--- src/rtl/slice_config_loader.sv ---
// slice_config_loader: streams a slice configuration frame in over valid/ready,
// checks the padding bits, then commits all LUT configs and the carry-chain bit in one cycle.
module slice_config_loader #(
    parameter int S_XX_BASE = 4,
    parameter int CFG_SIZE  = 2**S_XX_BASE + 1,
    parameter int NUM_LUTS  = 4,
    parameter int DATA_W    = 8
) (
    input  logic                         config_clk,
    input  logic                         config_rst,
    input  logic                         start,
    input  logic                         abort,
    input  logic [DATA_W-1:0]            in_data,
    input  logic                         in_valid,
    output logic                         in_ready,
    output logic [NUM_LUTS*CFG_SIZE-1:0] luts_config_out,
    output logic                         config_use_cc,
    output logic                         config_en,
    output logic                         busy,
    output logic                         done,
    output logic                         frame_err
);
    localparam int FRAME_BITS = NUM_LUTS*CFG_SIZE + 1;
    localparam int NUM_WORDS  = (FRAME_BITS + DATA_W - 1) / DATA_W;
    localparam int PAD_BITS   = NUM_WORDS*DATA_W - FRAME_BITS;
    localparam int STG_W      = FRAME_BITS + PAD_BITS;
    localparam int CNT_W      = $clog2(NUM_WORDS + 1);

    typedef enum logic [1:0] {IDLE, LOAD, COMMIT} state_t;

    state_t                         state_q, state_d;
    logic [CNT_W-1:0]               cnt_q, cnt_d;
    logic [STG_W-1:0]               stg_q, stg_d, frame;
    logic [NUM_LUTS*CFG_SIZE-1:0]   luts_q, luts_d;
    logic                           cc_q, cc_d;
    logic                           done_q, done_d;
    logic                           err_q, err_d;
    logic                           last, pad_ok;

    always_comb begin
        frame = stg_q;
        frame[cnt_q*DATA_W +: DATA_W] = in_data;
        last    = cnt_q == CNT_W'(NUM_WORDS - 1);
        pad_ok  = (frame >> FRAME_BITS) == '0;
        state_d = state_q;
        cnt_d   = cnt_q;
        stg_d   = stg_q;
        luts_d  = luts_q;
        cc_d    = cc_q;
        done_d  = state_q == COMMIT;
        err_d   = 1'b0;
        case (state_q)
            IDLE: begin
                if (start) begin
                    state_d = LOAD;
                    cnt_d   = '0;
                end
            end
            LOAD: begin
                // abort wins over a word arriving on the same edge
                if (abort) begin
                    state_d = IDLE;
                    cnt_d   = '0;
                end else if (in_valid) begin
                    stg_d = frame;
                    if (last) begin
                        cnt_d = '0;
                        if (pad_ok) begin
                            {luts_d, cc_d} = frame[FRAME_BITS-1:0];
                            state_d        = COMMIT;
                        end else begin
                            err_d   = 1'b1;
                            state_d = IDLE;
                        end
                    end else begin
                        cnt_d = cnt_q + 1'b1;
                    end
                end
            end
            COMMIT:  state_d = IDLE;
            default: state_d = IDLE;
        endcase
    end

    always_ff @(posedge config_clk or posedge config_rst) begin
        if (config_rst) begin
            state_q <= IDLE;
            cnt_q   <= '0;
            stg_q   <= '0;
            luts_q  <= '0;
            cc_q    <= 1'b0;
            done_q  <= 1'b0;
            err_q   <= 1'b0;
        end else begin
            state_q <= state_d;
            cnt_q   <= cnt_d;
            stg_q   <= stg_d;
            luts_q  <= luts_d;
            cc_q    <= cc_d;
            done_q  <= done_d;
            err_q   <= err_d;
        end
    end

    assign in_ready        = state_q == LOAD;
    assign busy            = state_q != IDLE;
    assign config_en       = state_q == COMMIT;
    assign done            = done_q;
    assign frame_err       = err_q;
    assign luts_config_out = luts_q;
    assign config_use_cc   = cc_q;
endmodule
--- config.mk ---
export PLATFORM = sky130hd
export DESIGN_NAME = slice_config_loader
export DESIGN_NICKNAME = d
export VERILOG_FILES = /design/src/rtl/slice_config_loader.sv
export SDC_FILE = /design/constraint.sdc
export NUM_CORES = 1
export LEC_CHECK = 0
export ABC_AREA = 1
export BUFFER_PORTS_ARGS = -buffer_cell sky130_fd_sc_hd__buf_2
export CAP_MARGIN = 15
export CORE_MARGIN = 3
export CORE_UTILIZATION = 55
export CTS_BUF_LIST = sky130_fd_sc_hd__clkbuf_8
export DETAILED_ROUTE_END_ITERATION = 8
export PLACE_DENSITY_LB_ADDON = 0.2
export SLEW_MARGIN = 0
export SYNTH_ARGS = -nofsm -noshare
export SYNTH_HDL_FRONTEND = slang
export SYNTH_SLANG_ARGS = --single-unit
--- constraint.sdc ---
create_clock -name config_clk -period 4.4 [get_ports config_clk]
set_input_delay 0.44 -clock config_clk [delete_from_list [all_inputs] [get_ports config_clk]]
set_output_delay 0.44 -clock config_clk [all_outputs]
set_load 0.01 [all_outputs]
# After elaboration in Yosys (flattened, before gate mapping)
# Index checks and enable logic that the tools add are counted.
# Widths: inputs -> output; s select.
[totals] register_bits=149 out_inout_bits=74 elab_cells=43
[classes] addsub=2 eq_ne=6 shift=2 mux=17 bitwise=1 n_reduce_logical=8
[ops] op="$bwmux 72" n=1
[ops] op="$logic_not 72->1" n=1
[ops] op="$shift 8x34->72 const A" n=1
[ops] op="$shiftx 8x34->72" n=1
[ops] op="$neg 7->34" n=1
[ops] op="$mux 4" n=4
[ops] op="$mux 2" n=5
[ops] op="$reduce_and 3->1" n=3
[ops] op="$pmux 4 s2" n=1
[ops] op="$mux 1" n=5
[ops] op="$reduce_and 5->1" n=1
[ops] op="$add 4x1->4 const B" n=1
[ops] op="$eq 4x4->1 const B" n=1
[ops] op="$pmux 2 s2" n=1
[ops] op="$reduce_bool 2->1" n=2
[ops] op="$ne 3x2->1 const B" n=1
[ops] op="$ne 3x3->1 const B" n=1
[ops] op="$eq 2x1->1 const B" n=1
[ops] op="$eq 2x2->1 const B" n=1
[ops] op="$logic_not 2->1" n=1
[ops] op="$ne 2x2->1 const B" n=1
[ops] op="$not 1->1" n=1

# Longest topological paths before layout
# Gate-level depths: netlist of the first run.
[logic_depth] ltp_word=9 mapped_depth=14 ltp_nobuf=11

# Worst setup path before layout of the first run
# No wires, ideal clock.
[synth_timing] path_kind="register to register" from="register cnt_q[0]" to="register cc_q (netlist: config_use_cc)" arrival_time_ps=2503 path_slack_ps=1780 stages_incl_launch_ff=14 n_path_buf=3 period_less_slack_ps=2620 cell_sequence="dfrtp_1 -> inv_1 -> clkbuf_1 -> ha_1 -> nor2_1 -> nand4_2 -> nor2_1 -> buf_4 -> nand2_1 -> nand2_1 -> nand4_2 -> buf_2 -> nand2_1 -> nand2_1"
[synth_between] elab_chain_cells=5
[synth_rtl] item="from (decl)" line="32" text="logic [CNT_W-1:0] cnt_q, cnt_d;"
[synth_rtl] item="from (signal assigned)" line="96" text="cnt_q <= cnt_d;"
[synth_rtl] item="$neg 7->34" line="42" text="frame[cnt_q*DATA_W +: DATA_W] = in_data;"
[synth_rtl] item="$shiftx 8x34->72 / $shift 8x34->72 (equally long branches)" line="42"
[synth_rtl] item="$bwmux 72" line="42"
[synth_rtl] item="$logic_not 72->1" line="44" text="pad_ok = (frame >> FRAME_BITS) == '0;"
[synth_rtl] item="$reduce_and 5->1 (no line)"
[synth_rtl] item="to (signal assigned)" line="91" text="cc_q <= 1'b0;"
[synth_rtl] item="to (signal assigned)" line="99" text="cc_q <= cc_d;"
[synth_rtl] item="to (decl)" line="35" text="logic cc_q, cc_d;"
# Several ways; a longest one is shown, not always the timed one.
# A chain may end at the register's enable or synchronous reset.

# Final worst setup path of the first run
[layout_timing] from="register cnt_q[0]" to="register luts_q[26] (netlist: luts_config_out[26])"
[layout_between] elab_chain_cells=5
[layout_rtl] item="$neg 7->34" line="42"
[layout_rtl] item="$shiftx 8x34->72 / $shift 8x34->72 (equally long branches)" line="42"
[layout_rtl] item="$bwmux 72" line="42"
[layout_rtl] item="$logic_not 72->1" line="44"
[layout_rtl] item="$reduce_and 5->1 (no line)"
[layout_rtl] item="to (signal assigned)" line="98" text="luts_q <= luts_d;"
[layout_rtl] item="to (decl)" line="34" text="logic [NUM_LUTS*CFG_SIZE-1:0] luts_q, luts_d;"
# Several ways; a longest one is shown, not always the timed one.

==> metrics, run 1 <==
vias in the first global route=5613; status=completed; count of cells resized by post-cts repair=0; CP Class=register to register; Top Ports=87; register area=3729 µm²; total power per unit cell area=455.0 nW/µm²; final instance count without filler cells=1181; RePlAce Congestion=0.9138; crit path capture type=register; htree depth=4; Netlist cell types=24; final core occ=64.32%; post-synth net total=958; Starting Density=56.67%; Setup violations, final=0; share of cells above drive strength 1=13.97%; unrepaired setup endpoints after global routing=no; min Tclk post-route=3.549 ns; Syn Area/Cell=7.639 µm²; clk buf depth=2; Hold Path Class=input pin to asynchronous set/reset pin; grt ovf=0; Root Driver=clkbuf_8; CP Launch Type=register; synthesis-to-layout area growth=13.50%; Inst Count DP=1150; CTS hold repair buffers=0; Post-CTS Setup Bufs=0; post-synthesis sequential area ratio=51.93%; die span in x=120.3 µm; Final Hold Fails=0; metal2 WL=7.586 mm; Post-synth EDFFs=0; largest net degree at the start of global routing=150; CTS tree=done; clock latency at the later pin of the worst-skew pair=0.46 ns; relative slew slack=38.69%; port buffer count=86; full die area=14460 µm²; wire per inst=14.67 µm; Max Slew Vio Count=0; fin crit share=80.65%; first-pass GRT wire length=28.72 mm; Worst-Margin Slew=0.9162 ns; die height=120.3 µm; ant diodes=0; Routed Antenna Nets=0; Worst Slack Setup Final=0.8513 ns; #FFs+latches synth=149; TritonCTS Sinks=149; Peak VDD IR=214.1 µV; Arr. time, crit path=3.94 ns; Clock Skew=0.01461 ns; multi-input logic area=2967 µm²; Starting DRT DRC Count=561; synthesized area=7181 µm²; initial antenna violation count=0; hold slack=0.1505 ns; row count=41; Yosys warnings=0; # DRC=0; WP data required=4.79 ns; setup TNS=0 ns; HPWL after detailed placement=11.25 mm; clk slew on worst S/H paths=0.08 ns; Lkg Pwr=4.474 nW; drt total wl=17.33 mm; ys async rst share=100.0%; highest routed metal layer=met4; Synth Instances=940; top_reg_cell synth=dfrtp_1; fmax=0.2818 GHz; Vias per Instance=5.255; Met1 Wirelength=8.428 mm; floorplan core area=12670 µm²; Inserted Clock Buffers=17; largest fanout on the critical path=71; pre-CTS setup slack=0.9025 ns; Max-Cap Viols=0; fin nets=1015; via count=6206; Initial DRT Pass Iterations=4; fillcell total=1155; gr usage total=24.93%; WL met3=1.046 mm
path summary, 6_finish.rpt:
kind / from / end / cells past startpoint / slack [ns]
max: cnt_q[0] / luts_config_out[26] / 12 / 0.85
min: config_rst / stg_q[57] / 3 / 0.15
max reg2reg: cnt_q[0] / luts_config_out[26] / 12 / 0.85
min reg2reg: state_q[0] / done / 1 / 0.46
max in group asynchronous: config_rst / stg_q[13] / 3 / 3.57
min in group config_clk: start / state_q[0] / 3 / 0.25
cell type report:
class	count	area share, %
flip-flops and latches	149	45.75
multi-input cells	659	36.40
clock buffers	19	3.208
clock inverters	12	1.888
repair buffers	96	6.663
inverters	74	3.454
well taps	172	2.640
worst max-delay path, cell delays in order (launching register included):
cell and delay, ns:
dfrtp_1 0.48, inv_1 0.33, ha_1 0.33, xor2_2 0.52
nand3_1 0.14, buf_4 0.21, nor2_1 0.10, buf_4 0.20
nand2_1 0.11, o21ai_4 0.09, buf_4 0.62, nand4_1 0.21
nand2_1 0.12
sequential cells by signal, summed over array words and instances, names as in the netlist:
register         cells
cnt_q                4
frame_err            1
luts_config_out     68
done                 1
config_use_cc        1
stg_q               72
state_q              2
cell families after synthesis:
group	after synthesis	synth area share, %
AOI/OAI and AO/OA	105	7.527
adders and majority gates	5	0.8712
and+or+nand+nor	548	32.15
xor gates and xnor gates	1	0.2266
buffers and inverters	132	7.301
DFF	149	51.93
routing by layer:
layer  vias to the layer above  track usage, %
li1                       3132               -
met1                      2870           38.10
met2                       187           36.04
met3                        17           5.472
met4                         0           6.941
met5                         -               0
layout by cell type (no fill, tap or decap), types with 7 or more instances in the layout:
| master | n |
|---|---|
| nand2_1 | 378 |
| nand4_1 | 73 |
| clkbuf_8 | 19 |
| clkinvlp_4 | 7 |
| nand3_1 | 26 |
| a21oi_1 | 16 |
| inv_1 | 68 |
| o21ai_0 | 80 |
| buf_2 | 86 |
| buf_4 | 7 |
| nor2_1 | 57 |
| dfrtp_1 | 149 |
synth_stat cells, drive strengths merged, types with 2 or more instances:
library cell / n / area (µm²)
o21ai: 85 / 429.2
nor2: 62 / 242.7
inv: 72 / 270.3
nand2: 378 / 1419
buf: 20 / 103.8
nand3: 26 / 130.1
clkbuf: 38 / 142.6
nor3: 7 / 35.03
clkinv: 2 / 7.510
ha: 5 / 62.56
o21bai: 2 / 15.01
dfrtp: 149 / 3729
nand4: 75 / 481.7
a21oi: 16 / 80.08
through the flow:
stage / area (µm²) / total power, mW
after floorplan: 7184 / 2.409
after global placement: 7735 / 2.592
after detailed placement: 7735 / 2.617
after CTS: 8150 / 3.728
after global routing: 8150 / 3.963
final: 8150 / 3.708
power breakdown:
group / total [mW] / internal (mW) / switching, mW
clock network: 1.10 / 0.586 / 0.515
logic: 0.849 / 0.279 / 0.569
registers: 1.76 / 1.63 / 0.124
total: 3.71 / 2.50 / 1.21
(Power assumes the default switching activity.)
==> inputs of run 2 (changes only) <==
--- a/config.mk
+++ b/config.mk
@@ -5,11 +5,11 @@
 export SDC_FILE = /design/constraint.sdc
 export NUM_CORES = 1
 export LEC_CHECK = 0
-export ABC_AREA = 1
+export ABC_AREA = 0
 export BUFFER_PORTS_ARGS = -buffer_cell sky130_fd_sc_hd__buf_2
 export CAP_MARGIN = 15
 export CORE_MARGIN = 3
-export CORE_UTILIZATION = 55
+export CORE_UTILIZATION = 54
 export CTS_BUF_LIST = sky130_fd_sc_hd__clkbuf_8
 export DETAILED_ROUTE_END_ITERATION = 8
 export PLACE_DENSITY_LB_ADDON = 0.2
==> constraint.sdc (replaced) <==
create_clock -name config_clk -period 3.09 [get_ports config_clk]
set_input_delay 0.309 -clock config_clk [delete_from_list [all_inputs] [get_ports config_clk]]
set_output_delay 0.309 -clock config_clk [all_outputs]
set_load 0.01 [all_outputs]
==> metrics, run 2 <==
status=completed; Syn Area/Cell=10.48 µm²; Worst Slack Setup Final=0.2292 ns; largest cells by area after synthesis=dfrtp_1 (54%), mux2_2 (14%), o21ai_0 (7.8%); post-synth top area share=54.22%; row count=40; Peak VDD IR=278.5 µV; clock latency at the later pin of the worst-skew pair=0.45 ns; min Tclk post-route=2.861 ns; full die area=14120 µm²; die height=118.8 µm; commonest non-fill, non-tap cells in the layout=dfrtp_1 (149), nand2_1 (124), o21ai_0 (107), buf_2 (86), mux2_2 (85); ant diodes=0; CP Launch Type=register; crit path capture type=register; Crit. Startpoint=cnt_q[0]; #FFs+latches synth=149; Starting Density=56.31%; Netlist cell types=44; ys async rst share=100.0%; max reg flops=72; most numerous cell in the Yosys netlist=dfrtp_1; die span in x=118.8 µm; port buffer count=86; R2R depth=8; Inserted Clock Buffers=17; Starting DRT DRC Count=284; via count=4943; Arr. time, crit path=3.20 ns; Worst path max stage delay=0.58 ns; Clock Skew=0.005448 ns; Power Total=3.949 mW; Critical Path, Cell by Cell=inv_1, ha_1, o21bai_1, a21oi_2, o2111ai_2, o21ai_4, buf_12, mux2_2; R2R setup slack=0.23 ns; largest reg by FF count=stg_q; RePlAce Congestion=0.8108; initial antenna violation count=0; Max Slew Vio Count=0; Max-Cap Viols=0; r2r startpoint=cnt_q[0]; wire per inst=16.09 µm; htree depth=4; Post-CTS Setup Bufs=0; HPWL after detailed placement=9.858 mm; Vias per Instance=5.438; fmax=0.3496 GHz; most common cell after layout, fill and taps aside=dfrtp_1; largest area contributor in the synthesized netlist=dfrtp_1; post-synthesis sequential area ratio=54.22%; drt total wl=14.62 mm; first-pass GRT wire length=24.66 mm; Slowest cell on crit path=dfrtp_1; relative slew slack=44.73%; WL met3=877 µm; Synth Instances=656; metal2 WL=7.073 mm; Lkg Pwr=3.855 nW; total power per unit cell area=504.2 nW/µm²; Top Ports=87; synthesized area=6877 µm²; WP data required=3.43 ns; Synth top cells by count=dfrtp_1 (149), nand2_1 (124), o21ai_0 (107); highest routed metal layer=met4; gr usage total=21.94%; Final Hold Fails=0; fillcell total=1050; multi-input logic area=2798 µm²; Yosys warnings=0; CP Class=register to register; share of cells above drive strength 1=30.50%; register area=3729 µm²; hold slack=0.1147 ns; floorplan core area=12210 µm²; top_reg_cell synth=dfrtp_1; TritonCTS Sinks=149; Initial DRT Pass Iterations=4; # DRC=0; setup TNS=0 ns; Met1 Wirelength=6.383 mm; Post-synth EDFFs=0; vias in the first global route=4841; clk buf depth=2; pre-CTS setup slack=0.2476 ns; clk slew on worst S/H paths=0.07 ns; reg-to-reg endpoint=luts_config_out[52]; Setup violations, final=0; fin nets=748; largest fanout on the critical path=69; post-synth net total=674; final core occ=64.13%; Routed Antenna Nets=0; Root Driver=clkbuf_8; unrepaired setup endpoints after global routing=no; fin crit share=92.58%; largest net degree at the start of global routing=148; Hold Path Class=input pin to register; crit path to=luts_config_out[52]; Worst-Margin Slew=0.8291 ns; synthesis-to-layout area growth=13.88%; grt ovf=0; CTS tree=done
-- run 2: layer usage --
metal  track usage [%]  up-vias
li1                  -     2375
met5                 0        -
met1             29.05     2426
met2             35.20      116
met4             8.110        0
met3             5.461       26
-- run 2: area by class of cell --
type | instances | area share [%]
inverters | 37 | 1.821
flip-flops and latches | 149 | 47.61
clock inverters | 7 | 1.023
well taps | 168 | 2.684
multi-input cells | 426 | 35.72
clock buffers | 23 | 4.042
repair buffers | 99 | 7.094
-- run 2: repair_timing --
action / 4_1_cts / 5_1_grt
hold endpoints to repair: 2 / 0
endpoints found under the setup margin: 0 / 7
resized for setup: 0 / 2
hold buffers: 1 / 0
-- run 2: power breakdown --
group / internal, mW / switching [mW] / total, mW
clock network: 0.826 / 0.668 / 1.49
logic: 0.142 / 0.275 / 0.417
registers: 2.00 / 0.0371 / 2.04
-- run 2: worst max-delay path: cells and delay by family (launching register included) --
family | cells | cell delay (ns)
flip-flops | 1 | 0.58
multiplexers | 1 | 0.38
buffers and inverters | 2 | 0.52
AO/OA/AOI/OAI | 4 | 0.91
adder cells (fa/ha/maj) | 1 | 0.33
-- run 2: logic make-up (layout without fill, tap and decap cells) --
logic type      Yosys count  after routing  synth area share (%)
mux                      99             99                 16.32
simple gates            187            187                 12.05
fa+ha+maj                 5              5                0.9098
xor+xnor                  1              1                0.1274
buf+inv                  81            166                 5.240
compound gates          134            134                 11.14
flops                   149            149                 54.22
-- run 2: worst min-delay path by stage --
stage,from,to,slack [ns],cells past startpoint
floorplan,stg_q[10],stg_q[10],0.45,2
global placement,config_rst,luts_config_out[23],0.19,2
detailed placement,config_rst,luts_config_out[24],0.20,2
CTS,start,state_q[0],0.09,3
global route,start,state_q[0],0.11,3
finish,start,state_q[0],0.11,3
-- run 2: per-stage QoR --
step / instance area [µm²] / std cells
final: 7831 / 909
after global routing: 7831 / 909
after CTS: 7821 / 909
after detailed placement: 7415 / 878
after global placement: 7415 / 878
after floorplan: 6880 / 656
==> inputs of run 3 (changes only) <==
--- a/config.mk
+++ b/config.mk
@@ -12,7 +12,7 @@
 export CORE_UTILIZATION = 54
 export CTS_BUF_LIST = sky130_fd_sc_hd__clkbuf_8
 export DETAILED_ROUTE_END_ITERATION = 8
-export PLACE_DENSITY_LB_ADDON = 0.2
+export PLACE_DENSITY = 0.78
 export SLEW_MARGIN = 0
 export SYNTH_ARGS = -nofsm -noshare
 export SYNTH_HDL_FRONTEND = slang
==> metrics, run 3 (synthesis results as in run 2) <==
status=completed; R2R setup slack=0.25 ns; Hold Path Class=input pin to register; grt ovf=0; vias in the first global route=4971; Lkg Pwr=3.860 nW; family with the most delay on the worst path=compound AO/OA/AOI/OAI gates; Arr. time, crit path=3.17 ns; R2R depth=7; via count=5015; fmax=0.3520 GHz; crit path to=stg_q[33]; floorplan core area=12210 µm²; Crit. Startpoint=cnt_q[0]; relative slew slack=36.28%; die span in x=118.8 µm; crit path capture type=register; ant diodes=0; Max Slew Vio Count=0; r2r startpoint=cnt_q[0]; wire per inst=16.17 µm; Starting Density=56.31%; clock latency at the later pin of the worst-skew pair=0.45 ns; # DRC=0; share of cells above drive strength 1=30.63%; reg-to-reg endpoint=stg_q[33]; most common cell after layout, fill and taps aside=dfrtp_1; CP Class=register to register; Max-Cap Viols=0; critical path depth in cells=7; commonest non-fill, non-tap cells in the layout=dfrtp_1 (149), nand2_1 (124), o21ai_0 (107), buf_2 (86), mux2_2 (85); Vias per Instance=5.517; WP buf/inv=1; Worst path max stage delay=0.58 ns; full die area=14120 µm²; gr usage total=22.08%; Routed Antenna Nets=0; largest net degree at the start of global routing=144; Inserted Clock Buffers=17; synthesis-to-layout area growth=14.43%; TritonCTS Sinks=149; Setup violations, final=0; initial antenna violation count=0; Starting DRT DRC Count=393; cell area after layout=7869 µm²; setup TNS=0 ns; Slowest cell on crit path=dfrtp_1; clk slew on worst S/H paths=0.07 ns; drt total wl=14.70 mm; RePlAce Congestion=0.8189; unrepaired setup endpoints after global routing=no; CP Launch Type=register; Peak VDD IR=228.0 µV; count of cells resized by post-cts repair=0; first-pass GRT wire length=24.98 mm; Critical Path, Cell by Cell=inv_1, ha_1, o21bai_1, a21oi_2, o21a_1, nand3_1, mux2_2; Initial DRT Pass Iterations=5; fin nets=747; Final Hold Fails=0; Worst-Margin Slew=0.9539 ns; HPWL after detailed placement=9.922 mm; CTS tree=done; largest fanout on the critical path=13; WP data required=3.42 ns; Area after DPL=7407 µm²; max reg flops=72; clk buf depth=2; die height=118.8 µm; port buffer count=86; Top Ports=87; Clock Skew=0.007952 ns; Root Driver=clkbuf_8; htree depth=4; largest reg by FF count=stg_q; min Tclk post-route=2.841 ns; fin crit share=91.93%; total power per unit cell area=523.2 nW/µm²; row count=40; Power Total=4.117 mW
-- run 3: timing repair --
action | 4_1_cts | 5_1_grt
hold buffers | 1 | 0
hold endpoints to repair | 6 | 0
buffers inserted | 0 | 0
-- run 3: cell type report --
| type | instances | area [µm²] |
|---|---|---|
| Fill cell | 1033 | 4343 |
| Clock buffer | 22 | 302.8 |
| Inverter | 37 | 142.6 |
| Tap cell | 168 | 210.2 |
| Clock inverter | 9 | 148.9 |
| Sequential cell | 149 | 3729 |
| Multi-Input combinational cell | 426 | 2788 |
| Timing Repair Buffer | 98 | 548.0 |
-- run 3: worst min path at each step --
stage / startpoint / end / slack, ns / cells past startpoint
after detailed placement: config_rst / luts_config_out[57] / 0.24 / 2
final: start / state_q[0] / 0.13 / 3
after global placement: config_rst / luts_config_out[55] / 0.23 / 2
after global routing: start / state_q[0] / 0.13 / 3
after floorplan: stg_q[10] / stg_q[10] / 0.45 / 2
after CTS: start / state_q[0] / 0.10 / 3
-- run 3: metrics by stage --
step / hold slack, ns / std cells / util (%) / setup slack [ns]
after floorplan: 0.4497 / 656 / - / 0.5834
after global placement: 0.2340 / 877 / 60.66 / 0.4354
after detailed placement: 0.2372 / 877 / 60.66 / 0.2759
after CTS: 0.1033 / 909 / 64.44 / 0.2573
after global routing: 0.1343 / 909 / 64.44 / 0.01049
final: 0.1253 / 909 / 64.44 / 0.2495
-- run 3: worst min-delay path: cells and delay by family --
family          cells  cell delay, ns
buf+inv             1            0.09
simple gates        1            0.08
compound gates      1            0.06
-- run 3: where the power goes --
part | internal, mW | total (mW) | switching (mW) | leakage, nW
clock | 0.978 | 1.67 | 0.688 | 0.228
sequential | 2.00 | 2.04 | 0.0400 | 2.07
combinational | 0.138 | 0.410 | 0.273 | 1.56
total | 3.12 | 4.12 | 1.00 | 3.86
-- run 3: per-layer routing --
layer | vias up | GRT usage [%] | part of all wire, %
met5 | - | 0 | 0
met4 | 0 | 8.182 | 1.5
met3 | 21 | 4.938 | 5.0
met2 | 131 | 35.88 | 50
met1 | 2477 | 29.25 | 43
li1 | 2386 | - | -
